`src/rtl/uart_pkg.sv`:
```
// Shared UART types and constants: transmit-queue FSM states and the overflow counter width.
package uart_pkg;

  typedef enum logic [1:0] {TXQ_IDLE, TXQ_LAUNCH, TXQ_WAIT} txq_state_e;

  localparam int OVF_CNT_W = 8;

endpackage

```
`src/rtl/uart_sync_fifo.sv`:
```
// Synchronous byte FIFO with registered count/full/empty and a combinational head output.
module uart_sync_fifo #(
  parameter  int DATA_WIDTH = 8,
  parameter  int DEPTH      = 16,
  localparam int ADDR_W     = $clog2(DEPTH)
) (
  input  logic                  clk,
  input  logic                  reset,
  input  logic                  push,
  input  logic [DATA_WIDTH-1:0] push_data,
  input  logic                  pop,
  output logic [DATA_WIDTH-1:0] head,
  output logic                  full,
  output logic                  empty,
  output logic [ADDR_W:0]       count
);

  logic [DATA_WIDTH-1:0] mem [DEPTH];
  logic [ADDR_W-1:0]     wr_ptr;
  logic [ADDR_W-1:0]     rd_ptr;
  logic [ADDR_W:0]       count_next;
  logic                  do_push;
  logic                  do_pop;

  // A pop frees the slot this cycle, so a full FIFO may still accept a push alongside it.
  assign do_push = push && (!full || pop);
  assign do_pop  = pop && !empty;
  assign head    = mem[rd_ptr];

  always_comb begin
    count_next = count;
    case ({do_push, do_pop})
      2'b10:   count_next = count + (ADDR_W+1)'(1);
      2'b01:   count_next = count - (ADDR_W+1)'(1);
      default: count_next = count;
    endcase
  end

  always_ff @(posedge clk) begin
    if (do_push) mem[wr_ptr] <= push_data;
  end

  always_ff @(posedge clk or posedge reset) begin
    if (reset) begin
      wr_ptr <= '0;
      rd_ptr <= '0;
      count  <= '0;
      full   <= 1'b0;
      empty  <= 1'b1;
    end else begin
      if (do_push) wr_ptr <= wr_ptr + ADDR_W'(1);
      if (do_pop)  rd_ptr <= rd_ptr + ADDR_W'(1);
      count <= count_next;
      full  <= (count_next == (ADDR_W+1)'(DEPTH));
      empty <= (count_next == '0);
    end
  end

endmodule

```
`src/rtl/uart_tx_queue.sv`:
```
// Byte queue feeding uart_tx: buffers pushes and launches one byte at a time on newd/din.
// Define UART_TXQ_OVF_CNT_EN to add the saturating ovf_cnt output.
module uart_tx_queue
  import uart_pkg::*;
#(
  parameter  int DATA_WIDTH = 8,
  parameter  int DEPTH      = 16,
  parameter  int CLK_FREQ   = 1000000,
  parameter  int BAUD       = 9600,
  localparam int ADDR_W     = $clog2(DEPTH)
) (
  input  logic                  clk,
  input  logic                  reset,
  input  logic                  wr_en,
  input  logic [DATA_WIDTH-1:0] wr_data,
  output logic                  full,
  output logic                  empty,
  output logic [ADDR_W:0]       count,
  output logic                  overflow,
  output logic                  newd,
  output logic [DATA_WIDTH-1:0] din,
  input  logic                  done_tx
`ifdef UART_TXQ_OVF_CNT_EN
  ,
  output logic [OVF_CNT_W-1:0]  ovf_cnt
`endif
);

  localparam int HOLD   = CLK_FREQ / BAUD;
  localparam int HOLD_W = $clog2(HOLD + 1);

  txq_state_e            state, state_next;
  logic [HOLD_W-1:0]     hold_cnt, hold_cnt_next;
  logic                  newd_next;
  logic [DATA_WIDTH-1:0] din_next;
  logic [DATA_WIDTH-1:0] head;
  logic                  done_q;
  logic                  pop;
  logic                  drop;

  assign pop  = (state == TXQ_IDLE) && !empty;
  assign drop = wr_en && full && !pop;

  uart_sync_fifo #(
    .DATA_WIDTH (DATA_WIDTH),
    .DEPTH      (DEPTH)
  ) u_fifo (
    .clk       (clk),
    .reset     (reset),
    .push      (wr_en),
    .push_data (wr_data),
    .pop       (pop),
    .head      (head),
    .full      (full),
    .empty     (empty),
    .count     (count)
  );

  always_comb begin
    state_next    = state;
    hold_cnt_next = hold_cnt;
    newd_next     = newd;
    din_next      = din;
    case (state)
      TXQ_IDLE: begin
        if (!empty) begin
          din_next      = head;
          newd_next     = 1'b1;
          hold_cnt_next = HOLD_W'(HOLD - 1);
          state_next    = TXQ_LAUNCH;
        end
      end
      // newd stays high for HOLD clocks so the slow baud tick inside uart_tx cannot miss it.
      TXQ_LAUNCH: begin
        if (hold_cnt == '0) begin
          newd_next  = 1'b0;
          state_next = TXQ_WAIT;
        end else begin
          hold_cnt_next = hold_cnt - HOLD_W'(1);
        end
      end
      TXQ_WAIT: begin
        if (done_tx && !done_q) state_next = TXQ_IDLE;
      end
      default: state_next = TXQ_IDLE;
    endcase
  end

  always_ff @(posedge clk or posedge reset) begin
    if (reset) begin
      state    <= TXQ_IDLE;
      hold_cnt <= '0;
      newd     <= 1'b0;
      din      <= '0;
      done_q   <= 1'b0;
      overflow <= 1'b0;
    end else begin
      state    <= state_next;
      hold_cnt <= hold_cnt_next;
      newd     <= newd_next;
      din      <= din_next;
      done_q   <= done_tx;
      if (drop) overflow <= 1'b1;
    end
  end

`ifdef UART_TXQ_OVF_CNT_EN
  always_ff @(posedge clk or posedge reset) begin
    if (reset) begin
      ovf_cnt <= '0;
    end else if (drop && (ovf_cnt != '1)) begin
      ovf_cnt <= ovf_cnt + OVF_CNT_W'(1);
    end
  end
`endif

endmodule

```
`config.mk`:
```
export PLATFORM = sky130hd
export DESIGN_NAME = uart_tx_queue
export DESIGN_NICKNAME = d
export VERILOG_FILES = /design/src/rtl/uart_pkg.sv /design/src/rtl/uart_sync_fifo.sv /design/src/rtl/uart_tx_queue.sv
export SDC_FILE = /design/constraint.sdc
export NUM_CORES = 1
export LEC_CHECK = 0
export BUFFER_PORTS_ARGS = -buffer_cell sky130_fd_sc_hd__clkbuf_2
export CAP_MARGIN = 20
export CORE_MARGIN = 5
export CORE_UTILIZATION = 40
export DETAILED_ROUTE_END_ITERATION = 6
export HOLD_SLACK_MARGIN = 0.1
export PLACE_DENSITY = 0.59
export SLEW_MARGIN = 20
export SYNTH_ARGS = -nofsm -noshare
export SYNTH_HDL_FRONTEND = slang
export SYNTH_SLANG_ARGS = --single-unit
```
`constraint.sdc`:
```
create_clock -name clk -period 3.5 [get_ports clk]
set_input_delay 0.35 -clock clk [delete_from_list [all_inputs] [get_ports clk]]
set_output_delay 0.35 -clock clk [all_outputs]
set_load 0.02 [all_outputs]
```
==> flow_summary.yaml <==
floorplan:
  rows: 47
  fp.dieH_um: 139
  io_pins: 29
  core-area_um2: 16500
  fp.dieArea_um2: 19500
  start_util_pct: 40.6
  die_w_um: 139
finish:
  num-fill-cells: 1423
  postLayoutCellArea_um2: 7810
  area_growth_pct: 16.5
  register_area_um2: 4720
  diodes: 0
  drive_gt1_share_pct: 26.2
  nets: 459
  multi_input_area_um2: 1810
  final_cells: 670
worst_hold_path:
  holdCritStartpoint: "wr_en"
  worstHoldEndpoint: "overflow$_DFFE_PP0P_"
  hold_depth: 2
  hold_path_class: "primary input to flip-flop"
synth:
  async_flop_share_pct: 21.5
  synth.most_common_cell: "edfxtp_1"
  yosysTopAreaCell: "edfxtp_1"
  ys_ff_latch: 163
  ys_top_cells_by_area: "edfxtp_1 (57%), dfrtp_1 (13%), mux4_2 (8.1%)"
  syn_nets: 410
  synth_top_area_share_pct: 57.3
  yosys-top-cells-count: "edfxtp_1 (128), dfrtp_1 (34), mux4_2 (24), nand2_1 (24), nor2_1 (22)"
  ys_types: 48
  synthesis.area_um2: 6710
  synth_ff_type: "edfxtp_1"
  syn_avg_cell_area_um2: 17.3
  yosysWarnings: 0
  seq_area_frac_synth_pct: 70.4
  syn_inst: 388
  synth_edf_count: 128
routing:
  wl_met1_um: 6040
  drt-total-wl_um: 13600
  postRouteAntennaNets: 0
  vias: 3540
  first_pass_iters: 4
  met2WireLength_um: 6660
  wl_per_cell_um: 20.2
  drtIter0Drc: 269
  avgViaCountPerCell: 5.28
  routed-wl-met3_um: 667
  drc: 0
  dr.max_layer_used: "met4"
clock_network:
  cts_tree: "built"
  clk_latency_ns: 0.43
  root_buffer: "clkbuf_16"
  postCtsSetupBuffers: 0
  clockBufferDepth: 2
  numCtsBuffers: 17
  cts_resized: 0
  hold_buffers: 1
  clkSlewWorstSetupHoldPaths_ns: 0.06
  clock_sinks: 163
  ctsHtreeMaxLevel: 4
sta:
  clock_skew_ns: 0.00963
  hold_viol_final: 0
  tightest_slew_ns: 0.983
  max_freq_ghz: 0.326
  slew_violations: 0
  setup_ws_ns: 0.431
  rsz0062_at_grt: "false"
  final-setup-viol-count: 0
  fin_crit_sh_pct: 87.7
  finalSetupTns_ns: 0
  timing.hold.ws_ns: 0.191
  fin_crit_ns: 3.07
  slew_headroom_pct: 34.5
place:
  dpl_cell_area_um2: 7150
  hpwl_um: 8550
  portBuffers: 28
  dpl_worst_slack_ns: 0.451
  place_congestion: 0.734
  place_inst: 635
pwr:
  switchingPower_w: 0.00211
  power_frac_clock_pct: 29.4
  worst_ir_drop_vdd_uv: 428
  p_sw_share_pct: 32.0
  power_density_nw_per_um2: 843
  pwr-share-seq_pct: 42.6
  p_comb_share_pct: 27.9
  intPower_w: 0.00448
  p_leak_nw: 2.81
global_routing:
  grt_pass1_wl_um: 21000
  overflow: 0
  grt_max_degree: 25
  antenna_found_initial: 0
  grt_pass1_vias: 3594
  grt_usage_pct: 14.7
critical_path:
  cp.depth: 11
  ff2ff_path_depth: 11
  crit_chain: "or3_1, a21boi_4, inv_1, ha_1, xor2_1, ha_1, a21oi_1, mux2i_1, xnor2_1, or2_2, nor3b_2"
  rr_endpoint: "u_fifo.full$_DFF_PP0_"
  reg2reg_setup_slack_ns: 0.43
  crit_slowest_cell: "or3_1"
  start_kind: "flip-flop"
  path_delay_family: "simple AND/OR/NAND/NOR gates"
  cp_max_fo: 9
  crit_type: "flip-flop to flip-flop"
  cp.required_ns: 3.85
  cp-end-kind: "flip-flop"
  max_stage_delay_ns: 0.46
  cp_common_cell: "ha_1"
  r2r_start: "state[0]$_DFFE_PP0P_"
  arrival_ns: 3.42
  path_buf_inv: 1
job:
  drv_cap: 0
run_status:
  status: "completed"
-- worst max path at each step --
stage	start	end	slack, ns
final	state[0]$_DFFE_PP0P_	u_fifo.full$_DFF_PP0_	0.43
after detailed placement	state[0]$_DFFE_PP0P_	u_fifo.full$_DFF_PP0_	0.45
after floorplan	state[0]$_DFFE_PP0P_	u_fifo.full$_DFF_PP0_	0.64
after global routing	state[0]$_DFFE_PP0P_	u_fifo.empty$_DFF_PP1_	0.19
after global placement	state[0]$_DFFE_PP0P_	u_fifo.empty$_DFF_PP1_	0.56
after CTS	state[0]$_DFFE_PP0P_	u_fifo.full$_DFF_PP0_	0.42
-- metrics by stage --
stage	total power, W	util, %
floorplan	0.00415	-
global placement	0.00465	43.3
detailed placement	0.00470	43.3
CTS	0.00663	47.0
global route	0.00694	47.3
finish	0.00658	47.3
-- registers in the layout, summed over array words and instances, names as in the netlist --
name           cells
u_fifo.empty       1
u_fifo.wr_ptr      4
hold_cnt           7
u_fifo.mem       128
newd               1
u_fifo.full        1
u_fifo.count       5
state              2
overflow           1
u_fifo.rd_ptr      4
din                8
done_q             1
-- power groups by stage --
| stage | Combinational (W) | Sequential [W] | Clock (W) |
|---|---|---|---|
| after detailed placement | 0.00185 | 0.00285 | 0 |
| final | 0.00184 | 0.00281 | 0.00194 |
| after floorplan | 0.00143 | 0.00272 | 0 |
| after global placement | 0.00182 | 0.00284 | 0 |
| after global routing | 0.00201 | 0.00286 | 0.00206 |
| after CTS | 0.00186 | 0.00281 | 0.00196 |
-- final cells by class --
cell class / count / share of cell area, %
clock buffers: 18 / 5.49
multi-input cells: 194 / 23.2
inverters: 10 / 0.481
repair buffers: 51 / 4.49
well taps: 220 / 3.52
flip-flops and latches: 163 / 60.5
clock inverters: 14 / 2.35
-- metal layers --
metal | vias to the layer above | global-route usage (%)
met3 | 21 | 4.63
met2 | 83 | 23.1
met4 | 0 | 4.58
li1 | 1591 | -
met5 | - | 0
met1 | 1845 | 19.7
-- kinds of logic (layout without fill, tap and decap cells) --
logic type               Yosys count  in the layout  synth area share (%)
AND/OR/NAND/NOR                   77             77                  5.49
multiplexers                      48             48                  13.4
XOR/XNOR                          16             16                  2.20
flip-flops                       163            163                  70.4
adder cells (fa/ha/maj)           10             10                  1.87
AO/OA/AOI/OAI                     43             43                  4.07
buffers and inverters             31             93                  2.57
-- cell usage in the layout (no fill, tap or decap), types with 3 or more instances in the layout --
cell type | synthesis | final
inv_1 | 8 | 8
nor3_1 | 11 | 11
clkinv_1 | 0 | 4
mux2_2 | 4 | 4
bufinv_16 | 0 | 4
dfrtp_1 | 34 | 33
edfxtp_1 | 128 | 128
mux4_1 | 7 | 7
mux2i_1 | 13 | 13
ha_1 | 10 | 10
nand2b_1 | 4 | 4
o211ai_1 | 4 | 4
buf_4 | 4 | 19
o21ai_0 | 9 | 9
nor2b_1 | 3 | 3
xnor2_1 | 9 | 9
clkbuf_16 | 0 | 17
o21ai_1 | 7 | 7
a21oi_1 | 11 | 11
nor2_1 | 22 | 22
clkbuf_2 | 0 | 28
mux4_2 | 24 | 24
xor2_1 | 6 | 6
inv_6 | 0 | 3
nand2_1 | 24 | 24
-- worst register-to-register path, stage by stage, from the launching register on --
cell and delay (ns):
dfrtp_1 0.40, or3_1 0.46, a21boi_4 0.32, inv_1 0.11, ha_1 0.30, xor2_1 0.20, ha_1 0.23, a21oi_1 0.16
mux2i_1 0.24, xnor2_1 0.10, or2_2 0.33, nor3b_2 0.16
Note: power is estimated with default switching activity, not from simulation.
